## config.mk

```make
export PLATFORM = sky130hd
export DESIGN_NAME = pig_force_gen
export DESIGN_NICKNAME = d
export VERILOG_FILES = /design/src/rtl/pig_force_gen.sv
export SDC_FILE = /design/constraint.sdc
export NUM_CORES = 1
export LEC_CHECK = 0
export ABC_CLOCK_PERIOD_IN_PS = 3700
export CORE_ASPECT_RATIO = 0.8
export CORE_MARGIN = 2
export CORE_UTILIZATION = 50
export CTS_CLUSTER_SIZE = 24
export DETAILED_ROUTE_END_ITERATION = 10
export DONT_BUFFER_PORTS = 1
export GPL_TIMING_DRIVEN = 0
export MAX_ROUTING_LAYER = met4
export PLACE_DENSITY = 0.72
export SLEW_MARGIN = 15
export SYNTH_ARGS = -nofsm -noshare
export SYNTH_HDL_FRONTEND = slang
export SYNTH_SLANG_ARGS = --single-unit
```

## constraint.sdc

```tcl
create_clock -name clk -period 3.7 [get_ports clk]
set_input_delay 0.37 -clock clk [delete_from_list [all_inputs] [get_ports clk]]
set_output_delay 0.37 -clock clk [all_outputs]
set_load 0.02 [all_outputs]
```

## src/rtl/pig_force_gen.sv

```systemverilog
// Pig push-force generator: accumulates bird/pig overlap per frame and, after each
// vsync, produces a clamped signed push force with a post-hit cooldown.
module pig_force_gen #(
   parameter int         K_SHIFT  = 2,
   parameter logic [9:0] HIT_TH   = 10'd8,
   parameter logic [16:0] FMAX    = 17'd2048,
   parameter logic [2:0] COOLDOWN = 3'd2
) (
   input  logic        clk,
   input  logic        rst,
   input  logic        vsync,
   input  logic        pig,
   input  logic        bird,
   input  logic [3:0]  pig_dir,
   input  logic [16:0] bird_vx,
   input  logic [16:0] bird_vy,
   output logic [16:0] pig_force_x,
   output logic [16:0] pig_force_y,
   output logic        force_valid,
   output logic        hit,
   output logic [9:0]  overlap_cnt
);

   // state | meaning
   // ACC   | accumulate pixels, wait for vsync
   // SNAP  | form pixel imbalance and hit flag from the snapshot
   // CALC  | add bird-velocity transfer term
   // SAT   | clamp, apply cooldown, register outputs
   localparam logic [1:0] ST_ACC  = 2'd0;
   localparam logic [1:0] ST_SNAP = 2'd1;
   localparam logic [1:0] ST_CALC = 2'd2;
   localparam logic [1:0] ST_SAT  = 2'd3;

   localparam logic signed [17:0] FMAX_S = $signed({1'b0, FMAX});

   function automatic logic [9:0] sat_inc(input logic [9:0] v, input logic en);
      return (en && (v != 10'd1023)) ? v + 10'd1 : v;
   endfunction

   function automatic logic [16:0] clamp(input logic signed [17:0] v);
      if (v > FMAX_S)       return FMAX;
      else if (v < -FMAX_S) return (~FMAX) + 17'd1;
      else                  return v[16:0];
   endfunction

   logic [1:0]  state_q, state_d;
   logic [9:0]  ovl_q, ovl_d, cnt_l_q, cnt_l_d, cnt_r_q, cnt_r_d;
   logic [9:0]  cnt_u_q, cnt_u_d, cnt_d_q, cnt_d_d;
   logic [9:0]  snap_ovl_q, snap_ovl_d, snap_l_q, snap_l_d, snap_r_q, snap_r_d;
   logic [9:0]  snap_u_q, snap_u_d, snap_d_q, snap_d_d;
   logic signed [17:0] dx_q, dx_d, dy_q, dy_d, fx_q, fx_d, fy_q, fy_d;
   logic        is_hit_q, is_hit_d;
   logic [2:0]  cd_q, cd_d;
   logic [16:0] force_x_q, force_x_d, force_y_q, force_y_d;
   logic        valid_q, valid_d, hit_q, hit_d;
   logic [9:0]  ovl_out_q, ovl_out_d;

   logic ovl_pix, inc_l, inc_r, inc_u, inc_d;
   logic signed [17:0] vx_ext, vy_ext;

   assign ovl_pix = pig & bird;
   assign inc_l   = ovl_pix & ~pig_dir[3] & ~pig_dir[1];
   assign inc_r   = ovl_pix & ~pig_dir[3] &  pig_dir[1];
   assign inc_u   = ovl_pix & ~pig_dir[2] & ~pig_dir[0];
   assign inc_d   = ovl_pix & ~pig_dir[2] &  pig_dir[0];
   assign vx_ext  = $signed({bird_vx[16], bird_vx});
   assign vy_ext  = $signed({bird_vy[16], bird_vy});

   always_comb begin
      state_d    = state_q;
      snap_ovl_d = snap_ovl_q;
      snap_l_d   = snap_l_q;
      snap_r_d   = snap_r_q;
      snap_u_d   = snap_u_q;
      snap_d_d   = snap_d_q;
      dx_d       = dx_q;
      dy_d       = dy_q;
      fx_d       = fx_q;
      fy_d       = fy_q;
      is_hit_d   = is_hit_q;
      cd_d       = cd_q;
      force_x_d  = force_x_q;
      force_y_d  = force_y_q;
      hit_d      = hit_q;
      ovl_out_d  = ovl_out_q;
      valid_d    = 1'b0;

      // vsync snapshots in any state; the coincident pixel opens the new frame
      if (vsync) begin
         snap_ovl_d = ovl_q;
         snap_l_d   = cnt_l_q;
         snap_r_d   = cnt_r_q;
         snap_u_d   = cnt_u_q;
         snap_d_d   = cnt_d_q;
         ovl_d      = {9'd0, ovl_pix};
         cnt_l_d    = {9'd0, inc_l};
         cnt_r_d    = {9'd0, inc_r};
         cnt_u_d    = {9'd0, inc_u};
         cnt_d_d    = {9'd0, inc_d};
      end else begin
         ovl_d   = sat_inc(ovl_q, ovl_pix);
         cnt_l_d = sat_inc(cnt_l_q, inc_l);
         cnt_r_d = sat_inc(cnt_r_q, inc_r);
         cnt_u_d = sat_inc(cnt_u_q, inc_u);
         cnt_d_d = sat_inc(cnt_d_q, inc_d);
      end

      case (state_q)
         ST_ACC: if (vsync) state_d = ST_SNAP;
         ST_SNAP: begin
            dx_d     = $signed({8'd0, snap_l_q}) - $signed({8'd0, snap_r_q});
            dy_d     = $signed({8'd0, snap_u_q}) - $signed({8'd0, snap_d_q});
            is_hit_d = (snap_ovl_q >= HIT_TH);
            state_d  = ST_CALC;
         end
         ST_CALC: begin
            fx_d    = (dx_q <<< K_SHIFT) + (is_hit_q ? (vx_ext >>> 1) : 18'sd0);
            fy_d    = (dy_q <<< K_SHIFT) + (is_hit_q ? (vy_ext >>> 1) : 18'sd0);
            state_d = ST_SAT;
         end
         default: begin
            if (cd_q != 3'd0) begin
               force_x_d = 17'd0;
               force_y_d = 17'd0;
               hit_d     = 1'b0;
               cd_d      = cd_q - 3'd1;
            end else begin
               force_x_d = clamp(fx_q);
               force_y_d = clamp(fy_q);
               hit_d     = is_hit_q;
               if (is_hit_q) cd_d = COOLDOWN;
            end
            ovl_out_d = snap_ovl_q;
            valid_d   = 1'b1;
            state_d   = ST_ACC;
         end
      endcase
   end

   always_ff @(posedge clk or negedge rst) begin
      if (!rst) begin
         state_q    <= ST_ACC;
         ovl_q      <= '0;
         cnt_l_q    <= '0;
         cnt_r_q    <= '0;
         cnt_u_q    <= '0;
         cnt_d_q    <= '0;
         snap_ovl_q <= '0;
         snap_l_q   <= '0;
         snap_r_q   <= '0;
         snap_u_q   <= '0;
         snap_d_q   <= '0;
         dx_q       <= '0;
         dy_q       <= '0;
         fx_q       <= '0;
         fy_q       <= '0;
         is_hit_q   <= 1'b0;
         cd_q       <= '0;
         force_x_q  <= '0;
         force_y_q  <= '0;
         valid_q    <= 1'b0;
         hit_q      <= 1'b0;
         ovl_out_q  <= '0;
      end else begin
         state_q    <= state_d;
         ovl_q      <= ovl_d;
         cnt_l_q    <= cnt_l_d;
         cnt_r_q    <= cnt_r_d;
         cnt_u_q    <= cnt_u_d;
         cnt_d_q    <= cnt_d_d;
         snap_ovl_q <= snap_ovl_d;
         snap_l_q   <= snap_l_d;
         snap_r_q   <= snap_r_d;
         snap_u_q   <= snap_u_d;
         snap_d_q   <= snap_d_d;
         dx_q       <= dx_d;
         dy_q       <= dy_d;
         fx_q       <= fx_d;
         fy_q       <= fy_d;
         is_hit_q   <= is_hit_d;
         cd_q       <= cd_d;
         force_x_q  <= force_x_d;
         force_y_q  <= force_y_d;
         valid_q    <= valid_d;
         hit_q      <= hit_d;
         ovl_out_q  <= ovl_out_d;
      end
   end

   assign pig_force_x = force_x_q;
   assign pig_force_y = force_y_q;
   assign force_valid = valid_q;
   assign hit         = hit_q;
   assign overlap_cnt = ovl_out_q;

endmodule

```

==> impl_metrics.yaml, run 1 <==
status:
  outcome: "finished, violations left"
  violations: "negative hold slack"
timing:
  finalSetupViolCount: 0
  maxSlewHeadroom: 0.4914
  worstMarginPinSlew_ps: 743.7
  max_freq_ghz: 0.3032
  hold_ws_ps: -446.1
  grt_setup_unrepaired: "no"
  period_share: 0.8913
  hold_viol_final: 210
  fin_setup_tns_ps: 0
  clock_skew_ps: 14.96
  period_minus_slack_ps: 3298
  slew_viol_final: 0
cts:
  cts_tree: "built"
  cts_buffers: 22
  root_buffer: "clkbuf_16"
  h-tree-depth: 1
  clkSlewWorstSetupHoldPaths_ps: 70
  postCtsSetupBuffers: 0
  ctsResizeCount: 0
  clockBufferDepth: 3
  clock_latency_ps: 510
  cts_num_sinks: 210
global_routing:
  grt_pass1_vias: 7902
  grt_overflow_total: 0
  grt_pass1_wl_mm: 41.16
  globalRouteTotalUtil: 0.2281
  antenna_found_initial: 2
  grt_max_degree: 211
worst_hold_path:
  hold_class: "primary input to async pin"
layout:
  final_common_cell: "dfrtp_1"
  num-nets-final: 1246
  drive_gt1_frac: 0.09619
  area_growth_pct: 9.825
  fillers: 1870
  layout_common_cells: "dfrtp_1, inv_1, nand2_1"
power:
  peakVddDrop_v: 0.0003416
  powerDensity_nw_per_um2: 648.4
  power_w: 0.007872
  power_leakage_nw: 5.436
die:
  die_h_um: 137.0
  start_util: 0.5113
  die_w_um: 170.2
  ios: 89
  coreArea_um2: 21620
  die_area_um2: 23320
  rows: 48
placed_design:
  hpwlAfterDp_mm: 18.55
  gp_congestion: 0.9086
  port-buffer-count: 0
synth:
  yosys_most_used_dff: "dfrtp_1"
  syn-cell-area_um2: 11050
  yosys_warnings: 0
  ys_types: 65
  syn_nets: 1222
  synthCells: 1115
  syn_area_per_cell_um2: 9.914
  ys_ff_latch: 210
  synth_edf_count: 0
  async_reset_ff_frac: 1.000
  seq_area_frac_synth: 0.4754
critical_path:
  cp-start-kind: "flop"
  reg2reg_to: "fy_q[10]"
  cp-end-kind: "flop"
  worst-setup-path-type: "flop to flop"
  reg2reg_depth: 10
  endpoint: "fy_q[10]"
  crit_arrival_ps: 3690
  crit_start: "is_hit_q"
  path_max_fanout: 10
  r2r_setup_slack_ps: 400
  crit_required_ps: 4090
  crit-reg2reg-launch: "is_hit_q"
drt:
  antenna_left: 0
  drcViolationCount: 0
  via_count: 8366
  routed_wl_mm: 25.64
  avgRoutedWirePerCell_um: 17.92
  viasPerCell: 5.846
  drt_first_pass_iters: 6
  drt_first_iter_violations: 710
run:
  cap_violations: 0
layout make-up:
class | count | area [um^2] | share of cell area
flip-flops and latches | 210 | 5255 | 0.4329
inverters | 96 | 360.3 | 0.02968
well taps | 275 | 344.1 | 0.02834
clock inverters | 9 | 105.1 | 0.008657
clock buffers | 30 | 631.9 | 0.05205
diodes | 2 | 5.005 | 0.0004122
multi-input cells | 768 | 5285 | 0.4353
plain buffers | 41 | 153.9 | 0.01268
kinds of logic (layout without fill, tap and decap cells):
group / after synthesis / count (layout) / synth area share
AOI/OAI and AO/OA: 244 / 244 / 0.1409
xor gates and xnor gates: 54 / 54 / 0.04278
adders and majority gates: 64 / 64 / 0.07516
buffers and inverters: 137 / 176 / 0.04652
DFF: 210 / 210 / 0.4754
muxes: 73 / 73 / 0.07312
other: 0 / 2 / 0
and+or+nand+nor: 333 / 333 / 0.1461
registers in the layout, indices dropped and copies added, names as in the netlist, 2 cells and up:
signal / count
cd_q: 3
cnt_d_q: 10
cnt_l_q: 10
cnt_r_q: 10
cnt_u_q: 10
dx_q: 11
dy_q: 11
fx_q: 18
fy_q: 18
overlap_cnt: 10
ovl_q: 10
pig_force_x: 17
pig_force_y: 17
snap_d_q: 10
snap_l_q: 10
snap_ovl_q: 10
snap_r_q: 10
snap_u_q: 10
state_q: 2
power by group:
part | internal (W) | total, W | leakage [nW] | switching [W]
sequential | 0.00273 | 0.00319 | 2.83 | 0.000467
combinational | 0.000975 | 0.00242 | 2.24 | 0.00144
clock | 0.00134 | 0.00226 | 0.362 | 0.000921
total | 0.00504 | 0.00787 | 5.44 | 0.00283
synthesized netlist by cell type, drive strengths merged (4+ instances only):
cell type	n	share of area
mux2	62	0.063
nor4	10	0.0057
nand3b	5	0.0034
nand2	91	0.031
inv	95	0.032
a31o	4	0.0032
dfrtp	210	0.48
o21ai	82	0.037
a211oi	12	0.0086
nor2b	8	0.0045
ha	60	0.068
mux2i	11	0.010
o31ai	6	0.0041
o21bai	4	0.0027
o41ai	6	0.0054
nand2b	4	0.0023
or3	11	0.0067
clkbuf	35	0.012
xor2	34	0.027
fa	4	0.0072
a21oi	46	0.021
a2111o	5	0.0051
nor2	85	0.029
nand3	36	0.016
buf	6	0.0020
nor3	22	0.010
o211ai	8	0.0054
and3	5	0.0028
o22ai	24	0.014
nand4	16	0.0091
xnor2	20	0.016
o2bb2ai	4	0.0032
nand4b	4	0.0032
o21a	11	0.0075
a21o	7	0.0048
and2	28	0.016
a31oi	5	0.0028
critical path: stages, from the launching register on:
cell,delay (ps)
dfrtp_1,540
clkbuf_1,320
and2_1,230
ha_1,230
fa_1,440
a211oi_2,390
o21bai_1,150
a211o_1,310
a31oi_1,230
xnor2_1,90
mux2_2,260
worst min-delay path by stage:
| stage | from | to | slack, ps | depth (start not counted) |
|---|---|---|---|---|
| after CTS | rst | overlap_cnt[1] | -460 | 0 |
| after global placement | rst | overlap_cnt[1] | 80 | 0 |
| after floorplan | rst | cd_q[0] | 70 | 0 |
| after global routing | rst | snap_d_q[0] | -470 | 0 |
| final | rst | cnt_d_q[2] | -450 | 0 |
| after detailed placement | rst | overlap_cnt[1] | 80 | 0 |
per-layer routing:
metal	share of wire	global-route usage	wire length (um)
met1	0.49	0.3347	12550
met2	0.43	0.3327	11100
met3	0.066	0.04800	1681
met4	0.012	0.03419	314
met5	0	-	0
through the flow:
step	utilization	cells	hold WS (ps)	instance area (um^2)	setup WS [ps]
global placement	0.5272	1390	79.85	11400	497.9
detailed placement	0.5272	1390	79.46	11400	437.7
global route	0.5615	1431	-468.7	12140	159.3
finish	0.5615	1431	-446.1	12140	402.1
floorplan	-	1115	74.41	11050	1018
CTS	0.5613	1429	-461.2	12140	422.8
Power figures use the tool's default switching activity.
==> run 2, diff against run 1 <==
--- a/config.mk
+++ b/config.mk
@@ -6,15 +6,17 @@
 export NUM_CORES = 1
 export LEC_CHECK = 0
 export ABC_CLOCK_PERIOD_IN_PS = 3700
+export CELL_PAD_IN_SITES_DETAIL_PLACEMENT = 1
+export CELL_PAD_IN_SITES_GLOBAL_PLACEMENT = 2
 export CORE_ASPECT_RATIO = 0.8
 export CORE_MARGIN = 2
-export CORE_UTILIZATION = 50
+export CORE_UTILIZATION = 41
 export CTS_CLUSTER_SIZE = 24
 export DETAILED_ROUTE_END_ITERATION = 10
 export DONT_BUFFER_PORTS = 1
 export GPL_TIMING_DRIVEN = 0
 export MAX_ROUTING_LAYER = met4
-export PLACE_DENSITY = 0.72
+export PLACE_DENSITY = 0.86
 export SLEW_MARGIN = 15
 export SYNTH_ARGS = -nofsm -noshare
 export SYNTH_HDL_FRONTEND = slang
==> impl_metrics.yaml, run 2 (synthesis results as in run 1) <==
status:
  outcome: "finished, violations left"
  violations: "negative hold slack"
critical_path:
  reg2reg_depth: 9
  crit_required_ps: 4090
  r2r_setup_slack_ps: 350
  cp-end-kind: "flop"
  crit_arrival_ps: 3740
  crit_start: "is_hit_q"
  worst-setup-path-type: "flop to flop"
  cp-start-kind: "flop"
  crit-reg2reg-launch: "is_hit_q"
  endpoint: "fy_q[14]"
  path_max_fanout: 10
  reg2reg_to: "fy_q[14]"
global_routing:
  grt_overflow_total: 0
  grt_pass1_vias: 8574
  grt_pass1_wl_mm: 46.93
  grt_max_degree: 211
  antenna_found_initial: 0
  globalRouteTotalUtil: 0.2133
layout:
  layout_common_cells: "dfrtp_1, inv_1, nand2_1"
  num-nets-final: 1247
  drive_gt1_frac: 0.09557
  reg.largest.list: "fx_q (18), fy_q (18)"
  diodes: 0
  final_cells: 1508
  area_growth_pct: 10.79
  final_common_cell: "dfrtp_1"
cts:
  clock_latency_ps: 520
  cts_buffers: 23
  h-tree-depth: 1
  clockBufferDepth: 3
  root_buffer: "clkbuf_16"
  cts_tree: "built"
  cts_num_sinks: 210
  postCtsSetupBuffers: 0
  clkSlewWorstSetupHoldPaths_ps: 60
drt:
  antenna_left: 0
  drt_first_iter_violations: 493
  viasPerCell: 5.517
  routed_wl_mm: 28.78
  drcViolationCount: 0
  drt_first_pass_iters: 5
  avgRoutedWirePerCell_um: 19.08
  via_count: 8320
timing:
  finalSetupViolCount: 0
  slew_viol_final: 0
  clock_skew_ps: 13.85
  fin_setup_tns_ps: 0
  max_freq_ghz: 0.2986
  hold_viol_final: 210
  period_minus_slack_ps: 3349
  period_share: 0.9051
  worstMarginPinSlew_ps: 834.9
  hold_ws_ps: -452.6
  maxSlewHeadroom: 0.4434
  grt_setup_unrepaired: "no"
run:
  cap_violations: 0
die:
  die_area_um2: 28300
  rows: 53
  die_w_um: 187.6
  start_util: 0.4188
  die_h_um: 150.9
  coreArea_um2: 26390
  ios: 89
power:
  power_leakage_nw: 5.439
  powerDensity_nw_per_um2: 653.7
  peakVddDrop_v: 0.0004080
worst_hold_path:
  hold_class: "primary input to async pin"
placed_design:
  gp_congestion: 0.8321
  hpwlAfterDp_mm: 21.38
  dp_cells: 1472
  port-buffer-count: 0
## run 2: changes by cell type in the layout (fill, tap and decap cells not counted)
cell / delta
clkinv_2: -1
inv_6: -1
clkbuf_1: -2
diode_2: -2
bufinv_16: +1
## run 2: metrics by stage
step | util | area [um^2] | hold WS [ps] | setup WS [ps] | total power (W)
2_1_floorplan | - | 11050 | 74.41 | 1018 | 0.004931
3_3_place_gp | 0.4358 | 11500 | 81.27 | 469.0 | 0.005617
3_5_place_dp | 0.4358 | 11500 | 80.83 | 427.0 | 0.005707
4_1_cts | 0.4640 | 12250 | -464.5 | 411.3 | 0.008070
5_1_grt | 0.4640 | 12250 | -465.9 | 224.3 | 0.008524
6_report | 0.4640 | 12250 | -452.6 | 351.3 | 0.008005
## run 2: worst min path at each step
stage / start / end
floorplan: rst / cd_q[0]
global placement: rst / overlap_cnt[1]
detailed placement: rst / snap_ovl_q[1]
CTS: rst / overlap_cnt[5]
global route: rst / snap_u_q[1]
finish: rst / snap_ovl_q[0]
## run 2: routing by layer
layer	wire length (um)	global-route usage
met3	809	0.02549
met5	0	-
met4	351	0.03268
met1	14960	0.3158
met2	12660	0.3202
## run 2: area by class of cell
class                   count  area, um^2
fillers                  3017       14150
plain buffers              41       153.9
inverters                  96       360.3
clock inverters             8       121.4
flip-flops and latches    210        5255
multi-input cells         768        5285
well taps                 357       446.7
clock buffers              28       624.3
## run 2: power by group
part | internal [W] | switching (W) | total, W
sequential | 0.00273 | 0.000480 | 0.00321
clock | 0.00140 | 0.000929 | 0.00232
combinational | 0.000978 | 0.00150 | 0.00247
total | 0.00510 | 0.00290 | 0.00801
## run 2: critical path, cell delays in order (launching register included)
cell      delay (ps)
dfrtp_1          610
clkbuf_1         450
and2_1           210
ha_1             230
clkbuf_1         200
a21oi_1          390
o211ai_1         200
a31oi_1          400
a21boi_1         170
a311o_1          370
## run 2: what timing repair did
item | 4_1_cts | 5_1_grt
setup endpoints to repair | 0 | 0
gates resized for setup | 0 | 0
hold endpoints to repair | 210 | 210
==> run 3, diff against run 2 <==
--- a/config.mk
+++ b/config.mk
@@ -5,7 +5,7 @@
 export SDC_FILE = /design/constraint.sdc
 export NUM_CORES = 1
 export LEC_CHECK = 0
-export ABC_CLOCK_PERIOD_IN_PS = 3700
+export ABC_CLOCK_PERIOD_IN_PS = 3200
 export CELL_PAD_IN_SITES_DETAIL_PLACEMENT = 1
 export CELL_PAD_IN_SITES_GLOBAL_PLACEMENT = 2
 export CORE_ASPECT_RATIO = 0.8
@@ -17,6 +17,7 @@
 export GPL_TIMING_DRIVEN = 0
 export MAX_ROUTING_LAYER = met4
 export PLACE_DENSITY = 0.86
+export REMOVE_ABC_BUFFERS = 1
 export SLEW_MARGIN = 15
 export SYNTH_ARGS = -nofsm -noshare
 export SYNTH_HDL_FRONTEND = slang
==> constraint.sdc (replaced) <==
create_clock -name clk -period 3.2 [get_ports clk]
set_input_delay 0.32 -clock clk [delete_from_list [all_inputs] [get_ports clk]]
set_output_delay 0.32 -clock clk [all_outputs]
set_load 0.02 [all_outputs]
==> impl_metrics.yaml, run 3 (synthesis results as in run 1) <==
status:
  outcome: "finished, violations left"
  violations: "negative hold slack"
layout:
  drive_gt1_frac: 0.1110
  final_cells: 1483
  layout_common_cells: "dfrtp_1, inv_1, nand2_1"
  final_common_cell: "dfrtp_1"
  fillers: 2967
  num-nets-final: 1215
  area_growth_pct: 11.51
  seqCellArea_um2: 5256
  diodes: 0
  reg.largest.list: "fx_q (18), fy_q (18)"
  multi_input_area_um2: 5303
die:
  ios: 89
  start_util: 0.4188
  die_h_um: 150.9
  die_area_um2: 28300
  rows: 53
  die_w_um: 187.6
  coreArea_um2: 26390
cts:
  clockBufferDepth: 3
  postCtsSetupBuffers: 0
  clock_latency_ps: 520
  h-tree-depth: 1
  cts_buffers: 24
  root_buffer: "clkbuf_16"
  clkSlewWorstSetupHoldPaths_ps: 60
  cts_num_sinks: 210
  cts_tree: "built"
  cts_hold_buf: 6
power:
  peakVddDrop_v: 0.0004830
  powerDensity_nw_per_um2: 752.6
  power_leakage_nw: 5.490
critical_path:
  cp-end-kind: "flop"
  r2r_setup_slack_ps: 160
  crit_arrival_ps: 3440
  crit_required_ps: 3600
  cp-start-kind: "flop"
  reg2reg_depth: 9
  path_max_fanout: 35
  worst-setup-path-type: "flop to flop"
  reg2reg_to: "fy_q[10]"
  crit-reg2reg-launch: "is_hit_q"
placed_design:
  hpwlAfterDp_mm: 17.02
  port-buffer-count: 0
  dp_cells: 1433
  gp_congestion: 0.7889
global_routing:
  grt_pass1_vias: 8233
  globalRouteTotalUtil: 0.1897
  antenna_found_initial: 0
  grt_max_degree: 211
  grt_pass1_wl_mm: 43.15
  grt_overflow_total: 0
timing:
  period_share: 0.9505
  max_freq_ghz: 0.3288
  finalSetupViolCount: 0
  worstMarginPinSlew_ps: 850.4
  grt_setup_unrepaired: "no"
  fin_setup_tns_ps: 0
  clock_skew_ps: 15.54
  period_minus_slack_ps: 3042
  hold_ws_ps: -499.1
  maxSlewHeadroom: 0.4292
  slew_viol_final: 0
  hold_viol_final: 210
worst_hold_path:
  hold_class: "primary input to async pin"
drt:
  viasPerCell: 5.380
  antenna_left: 0
  routed_wl_mm: 25.37
  via_count: 7979
  drcViolationCount: 0
  drt_first_iter_violations: 386
  drt_first_pass_iters: 4
  avgRoutedWirePerCell_um: 17.11
run:
  cap_violations: 0
[run 3: changes by cell type in the layout (fill, tap and decap cells not counted), sizes merged]
cell and delta:
clkinv +1, inv +1, dlygate4sd3 +5, bufinv -1, clkbuf -28, buf -3
[run 3: layer usage]
| metal | GRT usage | up-vias | wire, um |
|---|---|---|---|
| met5 | - | - | 0 |
| met4 | 0.03307 | 0 | 393 |
| met3 | 0.02873 | 25 | 859 |
| met2 | 0.2943 | 108 | 11120 |
| met1 | 0.2682 | 3941 | 13000 |
| li1 | - | 3905 | - |
[run 3: critical path, stage by stage (launching register included)]
cell	delay [ps]
dfrtp_2	610
and2_1	250
ha_1	220
fa_1	450
a211oi_2	350
o21bai_1	150
a211o_1	310
a31oi_1	200
xnor2_1	120
mux2_2	280
[run 3: worst max-delay path by stage]
stage / from / end / slack [ps] / depth (start not counted)
floorplan: is_hit_q / fy_q[10] / 450 / 9
global placement: state_q[0] / cd_q[2] / -520 / 3
detailed placement: is_hit_q / fy_q[10] / -130 / 9
CTS: is_hit_q / fy_q[10] / 110 / 9
global route: is_hit_q / fy_q[10] / 4 / 9
finish: is_hit_q / fy_q[10] / 160 / 9
[run 3: cell type report]
cell class	count	share of cell area
clock inverters	9	0.008222
multi-input cells	768	0.4302
clock buffers	35	0.05948
repair buffers	8	0.01015
inverters	96	0.02933
well taps	357	0.03624
flip-flops and latches	210	0.4264
[run 3: stage by stage]
| stage | utilization | hold WS, ps | total power [W] | instance area (um^2) | setup WS [ps] |
|---|---|---|---|---|---|
| 3_5_place_dp | 0.4323 | 32.11 | 0.006410 | 11410 | -129.9 |
| 2_1_floorplan | - | 24.41 | 0.005631 | 10900 | 447.9 |
| 4_1_cts | 0.4670 | -515.8 | 0.009389 | 12320 | 111.7 |
| 3_3_place_gp | 0.4299 | 29.99 | 0.006260 | 11350 | -516.0 |
| 5_1_grt | 0.4671 | -529.9 | 0.009905 | 12330 | 4.247 |
| 6_report | 0.4671 | -499.1 | 0.009277 | 12330 | 158.4 |
[run 3: timing repair]
action / in CTS / in global routing
endpoints found under the hold margin: 309 / 210
setup endpoints to repair: 7 / 0
resized for setup: 2 / 0
[run 3: where the power goes]
| part | switching (W) | total, W | internal, W |
|---|---|---|---|
| combinational | 0.00152 | 0.00268 | 0.00116 |
| sequential | 0.000580 | 0.00373 | 0.00315 |
| clock | 0.00111 | 0.00286 | 0.00175 |
| total | 0.00321 | 0.00928 | 0.00607 |
